**src/rtl/instruction_fetch_unit.sv**
```systemverilog
`default_nettype none
// ============================================================================
//  Module      : instruction_fetch_unit
//  Description : Front end of the multicycle CPU. Owns the program counter,
//                fetches two-byte instructions (IR1, IR2) from instruction
//                memory over a req/ack handshake, and applies jump loads
//                requested by the control unit.
//  Revision    : 1.0 - initial release
// ============================================================================
module instruction_fetch_unit #(
    parameter int ADDR_WIDTH = 8,
    parameter int DATA_WIDTH = 8,
    parameter int RESET_PC   = 0,
    parameter int TIMEOUT    = 15
) (
    input  logic                  clock,
    input  logic                  resetN,
    input  logic                  IR1Enable,
    input  logic                  IR2Enable,
    input  logic                  PCEnable,
    input  logic                  PCSelect,
    input  logic [ADDR_WIDTH-1:0] jumpTarget,
    output logic                  memReq,
    output logic [ADDR_WIDTH-1:0] memAddr,
    input  logic [DATA_WIDTH-1:0] memRdata,
    input  logic                  memAck,
    output logic [ADDR_WIDTH-1:0] pc,
    output logic [DATA_WIDTH-1:0] ir1,
    output logic [DATA_WIDTH-1:0] ir2,
    output logic [3:0]            opcode,
    output logic                  fetchBusy,
    output logic                  instrValid,
    output logic                  fetchError
);

    localparam logic [1:0] S_IDLE = 2'd0;
    localparam logic [1:0] S_REQ1 = 2'd1;
    localparam logic [1:0] S_REQ2 = 2'd2;
    localparam logic [1:0] S_ERR  = 2'd3;

    localparam logic [ADDR_WIDTH-1:0] C_RESET_PC     = ADDR_WIDTH'(RESET_PC);
    localparam logic [ADDR_WIDTH-1:0] C_PC_STEP      = ADDR_WIDTH'(1);
    localparam logic [7:0]            C_TIMEOUT_LAST = 8'(TIMEOUT - 1);

    logic [1:0]            state;
    logic                  pend_ir1;
    logic                  pend_ir2;
    logic                  pend_jump;
    logic [ADDR_WIDTH-1:0] jump_addr;
    logic [7:0]            timeout_cnt;

    logic                  jump_now;
    logic                  in_req;
    logic                  ack_ok;

    // Command decode: an ack only counts once the request is actually on the bus.
    assign jump_now  = PCEnable & PCSelect;
    assign in_req    = (state == S_REQ1) || (state == S_REQ2);
    assign ack_ok    = in_req & memReq & memAck;
    assign opcode    = ir1[DATA_WIDTH-1:DATA_WIDTH-4];
    assign fetchBusy = (state != S_IDLE);

    // Fetch sequencer, PC, instruction registers and bus request in one place,
    // since every transition touches several of them together.
    always_ff @(posedge clock or negedge resetN) begin
        if (!resetN) begin
            state       <= S_IDLE;
            pc          <= C_RESET_PC;
            ir1         <= '0;
            ir2         <= '0;
            memReq      <= 1'b0;
            memAddr     <= '0;
            instrValid  <= 1'b0;
            fetchError  <= 1'b0;
            pend_ir1    <= 1'b0;
            pend_ir2    <= 1'b0;
            pend_jump   <= 1'b0;
            jump_addr   <= '0;
            timeout_cnt <= '0;
        end else begin
            case (state)
                S_IDLE: begin
                    timeout_cnt <= '0;
                    // A fresh jump sample is newer than a held one, so it wins.
                    if (pend_jump || jump_now) begin
                        pc         <= jump_now ? jumpTarget : jump_addr;
                        instrValid <= 1'b0;
                        pend_jump  <= 1'b0;
                    end
                    if (pend_ir1 || IR1Enable) begin
                        state    <= S_REQ1;
                        pend_ir1 <= 1'b0;
                        pend_ir2 <= pend_ir2 | IR2Enable;
                    end else if (pend_ir2 || IR2Enable) begin
                        state    <= S_REQ2;
                        pend_ir2 <= 1'b0;
                    end
                end

                S_REQ1, S_REQ2: begin
                    // Commands arriving mid-fetch are queued; duplicates collapse.
                    if (IR1Enable) pend_ir1 <= 1'b1;
                    if (IR2Enable) pend_ir2 <= 1'b1;
                    if (jump_now) begin
                        pend_jump <= 1'b1;
                        jump_addr <= jumpTarget;
                    end
                    if (ack_ok) begin
                        memReq      <= 1'b0;
                        pc          <= pc + C_PC_STEP;
                        timeout_cnt <= '0;
                        if (state == S_REQ1) begin
                            ir1        <= memRdata;
                            instrValid <= 1'b0;
                        end else begin
                            ir2        <= memRdata;
                            instrValid <= 1'b1;
                        end
                        // A queued IR2 chains straight on from an IR1 fetch.
                        if ((state == S_REQ1) && (pend_ir2 || IR2Enable)) begin
                            state    <= S_REQ2;
                            pend_ir2 <= 1'b0;
                        end else begin
                            state <= S_IDLE;
                        end
                    end else begin
                        if (!memReq) begin
                            memReq  <= 1'b1;
                            memAddr <= pc;
                        end
                        if (timeout_cnt == C_TIMEOUT_LAST) begin
                            state       <= S_ERR;
                            memReq      <= 1'b0;
                            timeout_cnt <= '0;
                        end else begin
                            timeout_cnt <= timeout_cnt + 8'd1;
                        end
                    end
                end

                S_ERR: begin
                    // Abandon queued fetches but keep a queued jump for IDLE.
                    fetchError <= 1'b1;
                    memReq     <= 1'b0;
                    pend_ir1   <= 1'b0;
                    pend_ir2   <= 1'b0;
                    if (jump_now) begin
                        pend_jump <= 1'b1;
                        jump_addr <= jumpTarget;
                    end
                    state <= S_IDLE;
                end

                default: state <= S_IDLE;
            endcase
        end
    end

endmodule
`default_nettype wire

```
**config.mk**
```make
export PLATFORM = sky130hd
export DESIGN_NAME = instruction_fetch_unit
export DESIGN_NICKNAME = d
export VERILOG_FILES = /design/src/rtl/instruction_fetch_unit.sv
export SDC_FILE = /design/constraint.sdc
export NUM_CORES = 1
export LEC_CHECK = 0
export ABC_AREA = 1
export CORE_AREA = 3 3 79 81
export CTS_CLUSTER_SIZE = 24
export DETAILED_ROUTE_END_ITERATION = 12
export DIE_AREA = 0 0 82 84
export GPL_TIMING_DRIVEN = 0
export PLACE_DENSITY = 0.89
export SLEW_MARGIN = 20
export SYNTH_ARGS = -nofsm -noshare
export SYNTH_HDL_FRONTEND = slang
export SYNTH_SLANG_ARGS = --single-unit
export TNS_END_PERCENT = 5
```
**constraint.sdc**
```tcl
create_clock -name clock -period 2.2 [get_ports clock]
set_input_delay 0.66 -clock clock [delete_from_list [all_inputs] [get_ports clock]]
set_output_delay 0.66 -clock clock [all_outputs]
set_load 0.005 [all_outputs]
```
# Word level (Yosys, flattened, before mapping)

Index checks and enable logic that the tools add are counted.

Register bits after elaboration: 56
Bits of input ports: 23
Word-level logic and storage cells: 82

$add $sub $neg: 2
Eq/ne operators: 11
Multiplexer cells: 31
Bitwise operators: 7
Reductions and logical operators: 18

Operator list:

| kind                                                  | count |
|---|---|
| two-way mux 8 bit                                     | 5 |
| one-hot mux 8 bit (2 select lines)                    | 2 |
| adder 8 x 1 -> 8 bit, second input constant           | 2 |
| two-way mux 1 bit                                     | 13 |
| AND reduction 3 bit                                   | 4 |
| two-way mux 2 bit                                     | 5 |
| == test 8 x 4 -> 1 bit, second input constant         | 1 |
| inequality test 2 bit, second input constant          | 4 |
| inequality test 3 bit, second input constant          | 2 |
| one-hot mux 1 bit (2 select lines)                    | 3 |
| one-hot mux 1 bit (3 select lines)                    | 2 |
| one-hot mux 2 bit (3 select lines)                    | 1 |
| AND reduction 2 bit                                   | 3 |
| nonzero test 2 bit                                    | 3 |
| == test 2 bit, second input constant                  | 2 |
| logical OR 1 bit                                      | 4 |
| AND 1 bit                                             | 3 |
| inverter 1 bit                                        | 3 |
| OR reduction 3 bit                                    | 1 |
| == test 2 x 1 -> 1 bit, second input constant         | 1 |
| zero test 2 bit                                       | 1 |
| inequality test 2 x 1 -> 1 bit, second input constant | 1 |
| OR reduction 2 bit                                    | 1 |
| logical AND 1 bit                                     | 1 |
| bitwise OR 1 bit                                      | 1 |

# Depth between registers and ports, before layout

Word-level depth: 6
Mapped depth: 9

# Worst setup path before layout

Ideal clock, no wire load.

Path type: register to register
Start: register state[0]
End: register ir2[5]
Library setup time: 0.117 ns
Arrival time: 1.414 ns
Setup slack: 0.669 ns
Cell stages (with the launch flop): 9
Path buffers: 2
Path through: dfrtp_1 -> inv_1 -> ha_1 -> nand3_2 -> or2_1 -> buf_6 -> buf_6 -> nand2_2 -> o21ai_2

Longest elaborated chain between the ends: 5
Elaborated cells between the ends (all ways): 8
Classes of those cells: eq/ne: 2; bitwise: 3; reduce/logical: 3

RTL lines:

| element                                                        | line | source |
|---|---|---|
| start, declared                                                | 45   | `logic [1:0] state;` |
| start signal, assigned                                         | 67   | `state <= S_IDLE;` |
| start signal, assigned                                         | 91   | `state <= S_REQ1;` |
| start signal, assigned                                         | 95   | `state <= S_REQ2;` |
| == test 2 x 1 -> 1 bit / == test 2 bit (equally long branches) | 58   | `assign in_req = (state == S_REQ1) \|\| (state == S_REQ2);` |
| logical OR 1 bit *                                             | 58   |  |
| named net in_req                                               | 53   | `logic in_req;` |
| AND 1 bit * (2 in a row)                                       | 59   | `assign ack_ok = in_req & memReq & memAck;` |
| AND reduction 3 bit (no source line) *                         | -    |  |
| end signal, assigned                                           | 116  | `ir2 <= memRdata;` |
| end, declared                                                  | 29   | `output logic [DATA_WIDTH-1:0] ir2,` |

Mark *: on every way through the listed nets, which the timed path passes. The rest lies on a longest branch.
A chain may end at the register's enable or synchronous reset.

# Worst setup path in the final report

Start: register pc[2]
End: output port pc[2]

RTL lines:

| element                | line | source |
|---|---|---|
| start, declared        | 27   | `output logic [ADDR_WIDTH-1:0] pc,` |
| start signal, assigned | 86   | `pc <= jump_now ? jumpTarget : jump_addr;` |
| start signal, assigned | 110  | `pc <= pc + C_PC_STEP;` |

No word-level cell between the ends.

==> impl_metrics.yaml <==
status:
  outcome: "completed"
yosys:
  synthesis.nets: 375
  ys_ff_latch: 56
  synth_common_cells: "nand2_1 (111), dfrtp_1 (56), inv_1 (35)"
  synth_warnings: 0
  synth_area_leader_cell: "dfrtp_1"
  synth_area_sq_um: 2788
  synth_ff_type: "dfrtp_1"
  synth_top_area_share_pct: 50.27
  synth-edff-count: 0
  synth_most_common_cell: "nand2_1"
  yosysSeqAreaShare_pct: 50.27
  synth.distinct_cells: 23
  syn_avg_cell_area_sq_um: 8.104
  synthArstFlopShare_pct: 100.0
  postSynthCellCount: 344
  synthTopCellsByArea: "dfrtp_1 (50%), nand2_1 (15%), o21ai_0 (5.7%)"
global_route:
  grt_max_degree: 57
  grt_pass1_wl_mm: 10.85
  track_usage_pct: 19.60
  grt_pass1_vias: 2519
  antenna_found_initial: 0
  grt_overflow: 0
placed_design:
  port_buffers: 62
  dpl.hpwl_mm: 4.607
  place_congestion: 0.8264
  post-place-ws_ns: 0.07747
  dp_cells: 478
worst_setup_path:
  cp-start-kind: "register"
  path_class: "register to output pin"
  slowest_stage: "clkdlybuf4s50_1"
  cp_max_fo: 9
  max_stage_delay_ns: 0.55
  worstPathBufferInverterCount: 1
  critPathRequiredTime_ns: 1.54
  cp.arrival_ns: 1.35
  critPathTopFamily: "buffers and inverters"
  cp-end-kind: "output pin"
  cp.depth: 1
  worstPathCellList: "clkdlybuf4s50_1"
  reg2reg_depth: 9
clock_network:
  h-tree-depth: 2
  clkLatencyLatePin_ns: 0.31
  clock_path_buffers: 2
  clock-sinks: 56
  clk_pin_slew_worst_paths_ns: 0.09
  cts_tree: "done"
  cts_root_buf: "clkbuf_8"
  cts-hold-fix-buffers: 0
  cts_made_buffers: 5
floorplanning:
  io-pin-count: 63
  core_sq_um: 5540
  die_w_um: 82
  placementRows: 27
  die-area_sq_um: 6888
  start_util_pct: 50.32
  die_y_um: 84
sta:
  setup_viol: 0
  grt_setup_unrepaired: "no"
  setup_slack_ns: 0.1891
  max_freq_ghz: 0.4973
  relSlewSlack_pct: 54.29
  period_needed_ns: 2.011
  worstMarginPinSlew_ns: 0.6856
  slew_violations: 0
  hold_violations: 0
  min_period_over_period_pct: 91.40
  finalClockSkew_ns: 0.01175
finish:
  final_nets: 447
  synthToLayoutAreaGrowth_pct: 29.53
  antenna_cells: 0
  instances_no_fill: 489
  drive_above_1_share_pct: 10.07
route:
  vias: 2451
  drc: 0
  wl_per_cell_um: 12.77
  drt_iter0_drc: 185
  drtPass1Iterations: 4
  route.final.wire_length_mm: 6.246
  avgViaCountPerCell: 5.012
  ant_nets: 0
pwr:
  p_leak_nw: 1.755
  p_per_area_nw_per_um2: 1426
  total_power_mw: 5.151
  vdd_ir_drop_max_v: 0.0007233
min_path:
  hold_class: "input pin to async pin"
flow_run:
  max_cap_viol_count: 0
[metrics by stage]
step	util [%]	TNS (ns)	hold WS, ns	area [sq um]
final	65.18	0	0.3866	3611
after global routing	65.18	0	0.4370	3611
after CTS	65.00	0	0.4110	3601
after detailed placement	63.10	0	0.4604	3496
after global placement	63.14	-68.28	0.4568	3498
after floorplan	-	0	0.3644	2788
[power by group]
group / switching, mW / total, mW / internal, mW / leakage (nW)
clock network: 0.332 / 0.555 / 0.223 / 0.0479
logic: 1.44 / 2.79 / 1.35 / 1.01
registers: 0.332 / 1.81 / 1.48 / 0.699
[cell type report]
| type | count | area, sq um |
|---|---|---|
| flip-flops and latches | 56 | 1401 |
| multi-input cells | 238 | 1155 |
| inverters | 36 | 135.1 |
| repair buffers | 65 | 643.1 |
| clock buffers | 5 | 68.82 |
| clock inverters | 3 | 18.77 |
| plain buffers | 14 | 98.84 |
| fillers | 468 | 1929 |
| well taps | 72 | 90.09 |
[final timing paths]
path | start | endpoint | slack, ns
min | resetN | jump_addr[1] | 0.39
max reg2reg | state[0] | pc[6] | 0.45
max in group asynchronous | resetN | timeout_cnt[0] | 1.36
max | pc[2] | pc[2] | 0.19
min reg2reg | fetchError | fetchError | 0.48
min in group clock | fetchError | fetchError | 0.48
[logic make-up (layout without fill, tap and decap cells)]
family	count (synthesis)	count (layout)	share of synthesized area [%]
AND/OR/NAND/NOR	177	177	26.17
flip-flops	56	56	50.27
buffers and inverters	50	123	8.393
AO/OA/AOI/OAI	48	48	9.829
adder cells (fa/ha/maj)	8	8	3.591
XOR/XNOR	3	3	0.9427
multiplexers	2	2	0.8078
[metal layers]
metal	vias to the layer above	part of all wire (%)	track usage (%)
li1	1221	-	-
met3	10	6.1	5.292
met5	-	0	0
met4	0	1.5	5.438
met2	74	49	32.70
met1	1146	43	24.60
[cells in the final DEF (no fill, tap or decap), drive strengths merged]
master / instances
nand2: 114
clkdlybuf4s50: 60
dfrtp: 56
o21ai: 42
inv: 35
nor2: 32
nand3: 24
buf: 16
ha: 8
clkbuf: 7
nand4: 4
clkinv: 4
a31oi: 3
xor2: 3
a21oi: 3
or2: 3
mux2: 2
dlymetal6s2s: 1
[sequential cells by signal (all words and copies together) (netlist names)]
| name | cells |
|---|---|
| pend_ir1 | 1 |
| ir2 | 8 |
| memAddr | 8 |
| state | 2 |
| memReq | 1 |
| pend_jump | 1 |
| instrValid | 1 |
| pc | 8 |
| fetchError | 1 |
| timeout_cnt | 8 |
| ir1 | 8 |
| jump_addr | 8 |
| pend_ir2 | 1 |
[timing repair]
item,CTS,global route
endpoints found under the setup margin,1,1
setup buffers,2,1
gates resized for setup,1,1
Power figures use the tool's default switching activity.
